**src/rtl/fpu_ss_issue_buffer_if.sv**
```systemverilog
// Handshake bundle for the FPU subsystem issue buffer. It groups the push,
// commit and dispatch signals. Signal names are written from the buffer's
// point of view.
interface fpu_ss_issue_buffer_if #(
    parameter int unsigned NUM_RS    = 3,
    parameter int unsigned RFR_WIDTH = 32,
    parameter int unsigned ID_WIDTH  = 4
) ();
    // Push side
    logic                          in_valid_i;
    logic                          in_ready_o;
    logic [31:0]                   in_instr_i;
    logic [NUM_RS*RFR_WIDTH-1:0]   in_rs_i;
    logic [ID_WIDTH-1:0]           in_id_i;
    logic [1:0]                    in_mode_i;

    // Commit side
    logic                          commit_valid_i;
    logic [ID_WIDTH-1:0]           commit_id_i;
    logic                          commit_kill_i;

    // Dispatch side
    logic                          out_valid_o;
    logic                          out_ready_i;
    logic [31:0]                   out_instr_o;
    logic [NUM_RS*RFR_WIDTH-1:0]   out_rs_o;
    logic [ID_WIDTH-1:0]           out_id_o;
    logic [1:0]                    out_mode_o;

    // Buffer side
    modport slave (
        input  in_valid_i, in_instr_i, in_rs_i, in_id_i, in_mode_i,
        input  commit_valid_i, commit_id_i, commit_kill_i,
        input  out_ready_i,
        output in_ready_o,
        output out_valid_o, out_instr_o, out_rs_o, out_id_o, out_mode_o
    );

    // Core / dispatcher side
    modport master (
        output in_valid_i, in_instr_i, in_rs_i, in_id_i, in_mode_i,
        output commit_valid_i, commit_id_i, commit_kill_i,
        output out_ready_i,
        input  in_ready_o,
        input  out_valid_o, out_instr_o, out_rs_o, out_id_o, out_mode_o
    );
endinterface

```
**src/rtl/fpu_ss_issue_buffer.sv**
```systemverilog
// Issue buffer for offloaded FPU instructions. Instructions are held in a
// circular buffer until the core commits them. Each one then leaves in push
// order. A killed head entry is dropped silently, one entry per cycle.
module fpu_ss_issue_buffer #(
    parameter int unsigned DEPTH     = 4,
    parameter int unsigned NUM_RS    = 3,
    parameter int unsigned RFR_WIDTH = 32,
    parameter int unsigned ID_WIDTH  = 4
) (
    input  logic                          clk_i,
    input  logic                          rst_ni,
    input  logic                          flush_i,
    fpu_ss_issue_buffer_if.slave          bus,
    output logic [$clog2(DEPTH+1)-1:0]    count_o
);
    localparam int unsigned PTR_W = $clog2(DEPTH);
    localparam int unsigned CNT_W = $clog2(DEPTH+1);
    localparam int unsigned RS_W  = NUM_RS * RFR_WIDTH;

    // Payload storage
    logic [31:0]         instr_q [DEPTH];
    logic [RS_W-1:0]     rs_q    [DEPTH];
    logic [ID_WIDTH-1:0] id_q    [DEPTH];
    logic [1:0]          mode_q  [DEPTH];

    // Per-entry flags
    logic [DEPTH-1:0]    valid_q, valid_d;
    logic [DEPTH-1:0]    committed_q, committed_d;
    logic [DEPTH-1:0]    killed_q, killed_d;

    logic [PTR_W-1:0]    head_q, head_d;
    logic [PTR_W-1:0]    tail_q, tail_d;
    logic [CNT_W-1:0]    count_q, count_d;

    logic                in_ready_s;
    logic                out_valid_s;
    logic                push_s;
    logic                pop_s;
    logic                drop_s;
    logic                release_s;
    logic                push_commit_s;
    logic [DEPTH-1:0]    commit_hit_s;

    // Handshake qualification. A pop does not free space in its own cycle.
    always_comb begin
        in_ready_s    = (count_q < CNT_W'(DEPTH)) && !flush_i;
        out_valid_s   = valid_q[head_q] & committed_q[head_q] & ~killed_q[head_q];
        drop_s        = valid_q[head_q] & killed_q[head_q];
        push_s        = bus.in_valid_i & in_ready_s;
        pop_s         = out_valid_s & bus.out_ready_i;
        release_s     = pop_s | drop_s;
        push_commit_s = push_s & bus.commit_valid_i & (bus.commit_id_i == bus.in_id_i);
    end

    // Match the commit id against every stored valid entry
    always_comb begin
        commit_hit_s = '0;
        for (int i = 0; i < DEPTH; i++) begin
            if (bus.commit_valid_i && valid_q[i] && (id_q[i] == bus.commit_id_i)) begin
                commit_hit_s[i] = 1'b1;
            end else begin
                commit_hit_s[i] = 1'b0;
            end
        end
    end

    // Next-state logic for flags, pointers and occupancy. Flush has top priority.
    always_comb begin
        valid_d     = valid_q;
        committed_d = committed_q;
        killed_d    = killed_q;
        head_d      = head_q;
        tail_d      = tail_q;
        count_d     = count_q;
        if (flush_i) begin
            valid_d     = '0;
            committed_d = '0;
            killed_d    = '0;
            head_d      = '0;
            tail_d      = '0;
            count_d     = '0;
        end else begin
            for (int i = 0; i < DEPTH; i++) begin
                if (commit_hit_s[i]) begin
                    committed_d[i] = 1'b1;
                    killed_d[i]    = killed_q[i] | bus.commit_kill_i;
                end else begin
                    committed_d[i] = committed_q[i];
                    killed_d[i]    = killed_q[i];
                end
            end
            if (release_s) begin
                valid_d[head_q]     = 1'b0;
                committed_d[head_q] = 1'b0;
                killed_d[head_q]    = 1'b0;
                head_d              = head_q + PTR_W'(1);
            end else begin
                head_d = head_q;
            end
            // The tail slot is never valid while a push is accepted, so this
            // write cannot collide with the head release or a stored commit.
            if (push_s) begin
                valid_d[tail_q]     = 1'b1;
                committed_d[tail_q] = push_commit_s;
                killed_d[tail_q]    = push_commit_s & bus.commit_kill_i;
                tail_d              = tail_q + PTR_W'(1);
            end else begin
                tail_d = tail_q;
            end
            case ({push_s, release_s})
                2'b10:   count_d = count_q + CNT_W'(1);
                2'b01:   count_d = count_q - CNT_W'(1);
                default: count_d = count_q;
            endcase
        end
    end

    // Flag, pointer and occupancy registers
    always_ff @(posedge clk_i or negedge rst_ni) begin
        if (!rst_ni) begin
            valid_q     <= '0;
            committed_q <= '0;
            killed_q    <= '0;
            head_q      <= '0;
            tail_q      <= '0;
            count_q     <= '0;
        end else begin
            valid_q     <= valid_d;
            committed_q <= committed_d;
            killed_q    <= killed_d;
            head_q      <= head_d;
            tail_q      <= tail_d;
            count_q     <= count_d;
        end
    end

    // Payload write at the tail. Storage is cleared on reset, so the dispatch
    // payload reads as zero while in reset.
    always_ff @(posedge clk_i or negedge rst_ni) begin
        if (!rst_ni) begin
            for (int i = 0; i < DEPTH; i++) begin
                instr_q[i] <= '0;
                rs_q[i]    <= '0;
                id_q[i]    <= '0;
                mode_q[i]  <= '0;
            end
        end else if (push_s) begin
            instr_q[tail_q] <= bus.in_instr_i;
            rs_q[tail_q]    <= bus.in_rs_i;
            id_q[tail_q]    <= bus.in_id_i;
            mode_q[tail_q]  <= bus.in_mode_i;
        end
    end

    // The dispatch outputs come only from registered state. in_ready also
    // depends on flush_i.
    assign bus.in_ready_o  = in_ready_s;
    assign bus.out_valid_o = out_valid_s;
    assign bus.out_instr_o = instr_q[head_q];
    assign bus.out_rs_o    = rs_q[head_q];
    assign bus.out_id_o    = id_q[head_q];
    assign bus.out_mode_o  = mode_q[head_q];
    assign count_o         = count_q;

endmodule

```
**src/flat_wrapper.sv**
```systemverilog
// flat-port wrapper written by rule: the top's interface ports become plain ports
module fpu_ss_issue_buffer_flat 
#(
    parameter int unsigned DEPTH     = 4,
    parameter int unsigned NUM_RS    = 3,
    parameter int unsigned RFR_WIDTH = 32,
    parameter int unsigned ID_WIDTH  = 4
)
  (clk_i, rst_ni, flush_i, count_o, bus_in_valid_i, bus_in_instr_i, bus_in_rs_i, bus_in_id_i, bus_in_mode_i, bus_commit_valid_i, bus_commit_id_i, bus_commit_kill_i, bus_out_ready_i, bus_in_ready_o, bus_out_valid_o, bus_out_instr_o, bus_out_rs_o, bus_out_id_o, bus_out_mode_o);
  fpu_ss_issue_buffer_if #(.NUM_RS(NUM_RS), .RFR_WIDTH(RFR_WIDTH), .ID_WIDTH(ID_WIDTH)) bus_i ();
  input  logic clk_i;
  input  logic rst_ni;
  input  logic flush_i;
  output logic [$clog2(DEPTH+1)-1:0] count_o;
  input wire logic [$bits(bus_i.in_valid_i)-1:0] bus_in_valid_i;
  input wire logic [$bits(bus_i.in_instr_i)-1:0] bus_in_instr_i;
  input wire logic [$bits(bus_i.in_rs_i)-1:0] bus_in_rs_i;
  input wire logic [$bits(bus_i.in_id_i)-1:0] bus_in_id_i;
  input wire logic [$bits(bus_i.in_mode_i)-1:0] bus_in_mode_i;
  input wire logic [$bits(bus_i.commit_valid_i)-1:0] bus_commit_valid_i;
  input wire logic [$bits(bus_i.commit_id_i)-1:0] bus_commit_id_i;
  input wire logic [$bits(bus_i.commit_kill_i)-1:0] bus_commit_kill_i;
  input wire logic [$bits(bus_i.out_ready_i)-1:0] bus_out_ready_i;
  output wire logic [$bits(bus_i.in_ready_o)-1:0] bus_in_ready_o;
  output wire logic [$bits(bus_i.out_valid_o)-1:0] bus_out_valid_o;
  output wire logic [$bits(bus_i.out_instr_o)-1:0] bus_out_instr_o;
  output wire logic [$bits(bus_i.out_rs_o)-1:0] bus_out_rs_o;
  output wire logic [$bits(bus_i.out_id_o)-1:0] bus_out_id_o;
  output wire logic [$bits(bus_i.out_mode_o)-1:0] bus_out_mode_o;
  assign bus_i.in_valid_i = bus_in_valid_i;
  assign bus_i.in_instr_i = bus_in_instr_i;
  assign bus_i.in_rs_i = bus_in_rs_i;
  assign bus_i.in_id_i = bus_in_id_i;
  assign bus_i.in_mode_i = bus_in_mode_i;
  assign bus_i.commit_valid_i = bus_commit_valid_i;
  assign bus_i.commit_id_i = bus_commit_id_i;
  assign bus_i.commit_kill_i = bus_commit_kill_i;
  assign bus_i.out_ready_i = bus_out_ready_i;
  assign bus_in_ready_o = bus_i.in_ready_o;
  assign bus_out_valid_o = bus_i.out_valid_o;
  assign bus_out_instr_o = bus_i.out_instr_o;
  assign bus_out_rs_o = bus_i.out_rs_o;
  assign bus_out_id_o = bus_i.out_id_o;
  assign bus_out_mode_o = bus_i.out_mode_o;
  fpu_ss_issue_buffer #(.DEPTH(DEPTH), .NUM_RS(NUM_RS), .RFR_WIDTH(RFR_WIDTH), .ID_WIDTH(ID_WIDTH)) u_core (.clk_i(clk_i), .rst_ni(rst_ni), .flush_i(flush_i), .bus(bus_i), .count_o(count_o));
endmodule
```
**config.mk**
```make
export PLATFORM = sky130hd
export DESIGN_NAME = fpu_ss_issue_buffer_flat
export DESIGN_NICKNAME = d
export VERILOG_FILES = /design/src/rtl/fpu_ss_issue_buffer_if.sv /design/src/rtl/fpu_ss_issue_buffer.sv /design/src/flat_wrapper.sv
export SDC_FILE = /design/constraint.sdc
export NUM_CORES = 1
export LEC_CHECK = 0
export CAP_MARGIN = 25
export CORE_AREA = 2 2 281 283
export DETAILED_ROUTE_END_ITERATION = 8
export DIE_AREA = 0 0 283 285
export PLACE_DENSITY = 0.6
export REMOVE_ABC_BUFFERS = 1
export SLEW_MARGIN = 20
export SYNTH_ARGS = -nofsm -noshare
export SYNTH_HDL_FRONTEND = slang
export SYNTH_SLANG_ARGS = --single-unit
```
**constraint.sdc**
```tcl
create_clock -name clk_i -period 4.6 [get_ports clk_i]
set_input_delay 0.92 -clock clk_i [delete_from_list [all_inputs] [get_ports clk_i]]
set_output_delay 0.92 -clock clk_i [all_outputs]
set_load 0.005 [all_outputs]
```
==> impl_metrics.csv <==
group,metric,value,unit
outcome,status,"completed",
clock_network,cts.sinks,555,
floorplanning,initial_core_util,0.316,
critical_path,required,3680,ps
power_and_ir_drop,sw_frac_of_total,0.273,
critical_path,cp_num_buf_inv,3,
sta,hold_violations,0,
floorplanning,io_pins,284,
route,wire_per_inst,18.1,um
route,drc_errors,0,
sta,fmax,257,MHz
sta,setup_viol,0,
critical_path,startpoint_type,"register",
synth,ys_types,44,
route,num_vias,18757,
synth,async_reset_ff_frac,1.00,
synth,yosysMostFrequentCell,"nand2_1",
clock_network,clock_latency,600,ps
sta,min_period,3890,ps
global_routing,globalRouteOverflowTotal,0,
finish,fill_cells,7602,
synth,yosysSeqAreaShare,0.564,
floorplanning,rows,103,
route,ant_nets,0,
placed_design,dpl.hpwl,42900,um
hold_path,hp-class,"input port to async pin",
synth,ys.warnings.count,0,
synth,syn-instance-count,2584,
critical_path,crit_top_cell,"buf_12",
clock_network,cts_tree,"done",
critical_path,rrSetupSlack,1520,ps
finish,area_delta_synth_final,26.8,%
clock_network,path_clk_slew,60,ps
synth,synth-seq-cells,555,
critical_path,arrival,2970,ps
route,drtIter0Drc,1340,
finish,fin_util,0.400,
clock_network,ctsHoldBuffers,0,
clock_network,h-tree-depth,3,
route,drt_pass1_iterations,5,
sta,max-slew-margin-rel,0.500,
synth,ys.flop_type,"dfrtp_1",
finish,stdcell_count,3936,
clock_network,cts.root.buffer_cell,"clkbuf_16",
clock_network,cts-resized-gates,0,
clock_network,post-cts-setup-buffer-count,0,
critical_path,cp-end-kind,"output pin",
finish,layout.nets,2989,
sta,slew_viol_final,0,
route,drt-total-wl,71400,um
synth,synthTopCellsByArea,"dfrtp_1, nand2_1, mux4_2",
power_and_ir_drop,p_per_area,489,nW/um2
power_and_ir_drop,post-layout-total-power,15.2,mW
synth,synth_edf_count,0,
floorplanning,die_area,80700,um2
power_and_ir_drop,p_switching,4.16,mW
synth,yosysTopAreaCell,"dfrtp_1",
placed_design,place_congestion,0.769,
global_routing,grt_max_degree,109,
critical_path,path_class,"register to output pin",
floorplanning,core-area,78000,um2
sta,finalCritPeriodShare,0.845,
critical_path,cpMaxStageDelayCell,"dfrtp_4",
finish,multi_input_area,10100,um2
power_and_ir_drop,power_frac_seq,0.453,
synth,yosys.area.top_type_share,0.564,
critical_path,crit_family,"buffers and inverters",
sta,rsz0062_at_grt,"false",
global_routing,grt_pass1_wl,114000,um
power_and_ir_drop,p_int,11.1,mW
power_and_ir_drop,combPwrFrac,0.189,
global_routing,antenna_found_initial,8,
sta,worst_pin_slew,750,ps
placed_design,portBuffers,283,
critical_path,crit_path_max_fanout,29,
synth,netlist_area,24600,um2
clock_network,cts_made_buffers,66,
finish,drive_gt1_frac,0.112,
flow_run,cap_violations,0,
power_and_ir_drop,vdd_drop_max,0.294,mV
synth,synth_commonest_cells,"nand2_1, dfrtp_1, mux4_2",
floorplanning,die_y,285,um
synth,syn_avg_cell_area,9.52,um2
global_routing,grt_usage,0.178,
finish,regArea,13900,um2
clock_network,cts.path.max_buffers,3,
critical_path,path_cells,"buf_12, buf_12, mux4_2, clkdlybuf4s50_1",
power_and_ir_drop,p_leak,15.3,nW
power_and_ir_drop,pwr-share-clk,0.358,
placed_design,dpl.cell_count,3817,
global_routing,grt_pass1_vias,19136,
route,routed_via_density,4.77,
critical_path,cpPeakStageDelay,720,ps
sta,fin_skew,18.4,ps
floorplanning,die_w,283,um
==> power groups by stage <==
stage	registers (mW)	logic, mW	clock network, mW
2_1_floorplan	6.74	1.65	0
3_3_place_gp	6.94	2.84	0
3_5_place_dp	6.96	2.93	0
4_1_cts	6.90	2.93	5.62
5_1_grt	7.06	3.25	5.82
6_report	6.90	2.89	5.45
==> kinds of logic after synthesis <==
group | after synthesis | synth area share
simple gates | 1646 | 0.253
fa+ha+maj | 9 | 0.00488
mux | 144 | 0.128
xor+xnor | 23 | 0.00875
buf+inv | 167 | 0.0285
flops | 555 | 0.564
compound gates | 40 | 0.0122
==> per-layer routing <==
metal | global-route usage | wire length (um) | vias to the layer above
met5 | 0 | 53 | -
met3 | 0.0378 | 3870 | 104
met1 | 0.244 | 31700 | 9436
met2 | 0.284 | 34100 | 497
li1 | - | - | 8712
met4 | 0.0544 | 1650 | 8
==> flip-flops by register name, summed over array words and instances (netlist names) <==
| signal | cells |
|---|---|
| u_core.tail_q | 2 |
| u_core.head_q | 2 |
| u_core.mode_q | 8 |
| u_core.id_q | 16 |
| u_core.committed_q | 4 |
| u_core.rs_q | 384 |
| u_core.count_o | 3 |
| u_core.killed_q | 4 |
| u_core.instr_q | 128 |
| u_core.valid_q | 4 |
==> metrics by stage <==
stage	hold WS, ps	worst slack, ps	setup TNS, ps	cell area (um2)
2_1_floorplan	440	-2830	-361420	23900
3_3_place_gp	451	1230	0	28900
3_5_place_dp	457	1190	0	28900
4_1_cts	325	613	0	31200
5_1_grt	365	559	0	31200
6_report	354	713	0	31200
==> cells in the final DEF (no fill, tap or decap), types with 4 or more instances in the layout <==
cell type        netlist  layout
o21ai_0                6       6
mux4_2               136     136
clkbuf_8               0      13
dfrtp_1              555     553
and2_4                 0       4
mux2i_1                4       4
nand2b_1               5       5
diode_2                0       4
buf_12                 0      27
nand2_1             1613    1609
xor2_1                13      13
clkdlybuf4s50_1        0     282
inv_1                  8       8
nor3_1                 6       6
nor2_1                 7       7
a21oi_1               11      11
mux2_2                 4       4
clkbuf_1              91       6
clkbuf_16              0      68
bufinv_16              0       7
xnor2_1                9       9
ha_1                   8       8
buf_4                  0      31
clkinv_2               0      12
nand2_4                0       4
==> final timing paths <==
kind	from	endpoint	depth (start not counted)
worst max register to register	u_core.head_q[0]$_DFFE_PN0P_	u_core.count_o[1]$_DFFE_PN0P_	9
min in group clk_i	u_core.rs_q[92]$_DFFE_PN0P_	u_core.rs_q[92]$_DFFE_PN0P_	2
worst max-delay path	u_core.head_q[0]$_DFFE_PN0P_	bus_out_rs_o[70]	4
worst min register to register	u_core.rs_q[92]$_DFFE_PN0P_	u_core.rs_q[92]$_DFFE_PN0P_	2
worst min-delay path	rst_ni	u_core.id_q[13]$_DFFE_PN0P_	1
max in group asynchronous	rst_ni	u_core.rs_q[126]$_DFFE_PN0P_	2
==> final cells by class <==
class / count / share of cell area
Antenna cell: 4 / 0.000321
Inverter: 9 / 0.00108
Tap cell: 1050 / 0.0421
Multi-Input combinational cell: 1862 / 0.322
Timing Repair Buffer: 341 / 0.116
Sequential cell: 555 / 0.445
Clock buffer: 87 / 0.0610
Clock inverter: 28 / 0.0118
(Power assumes the default switching activity.)
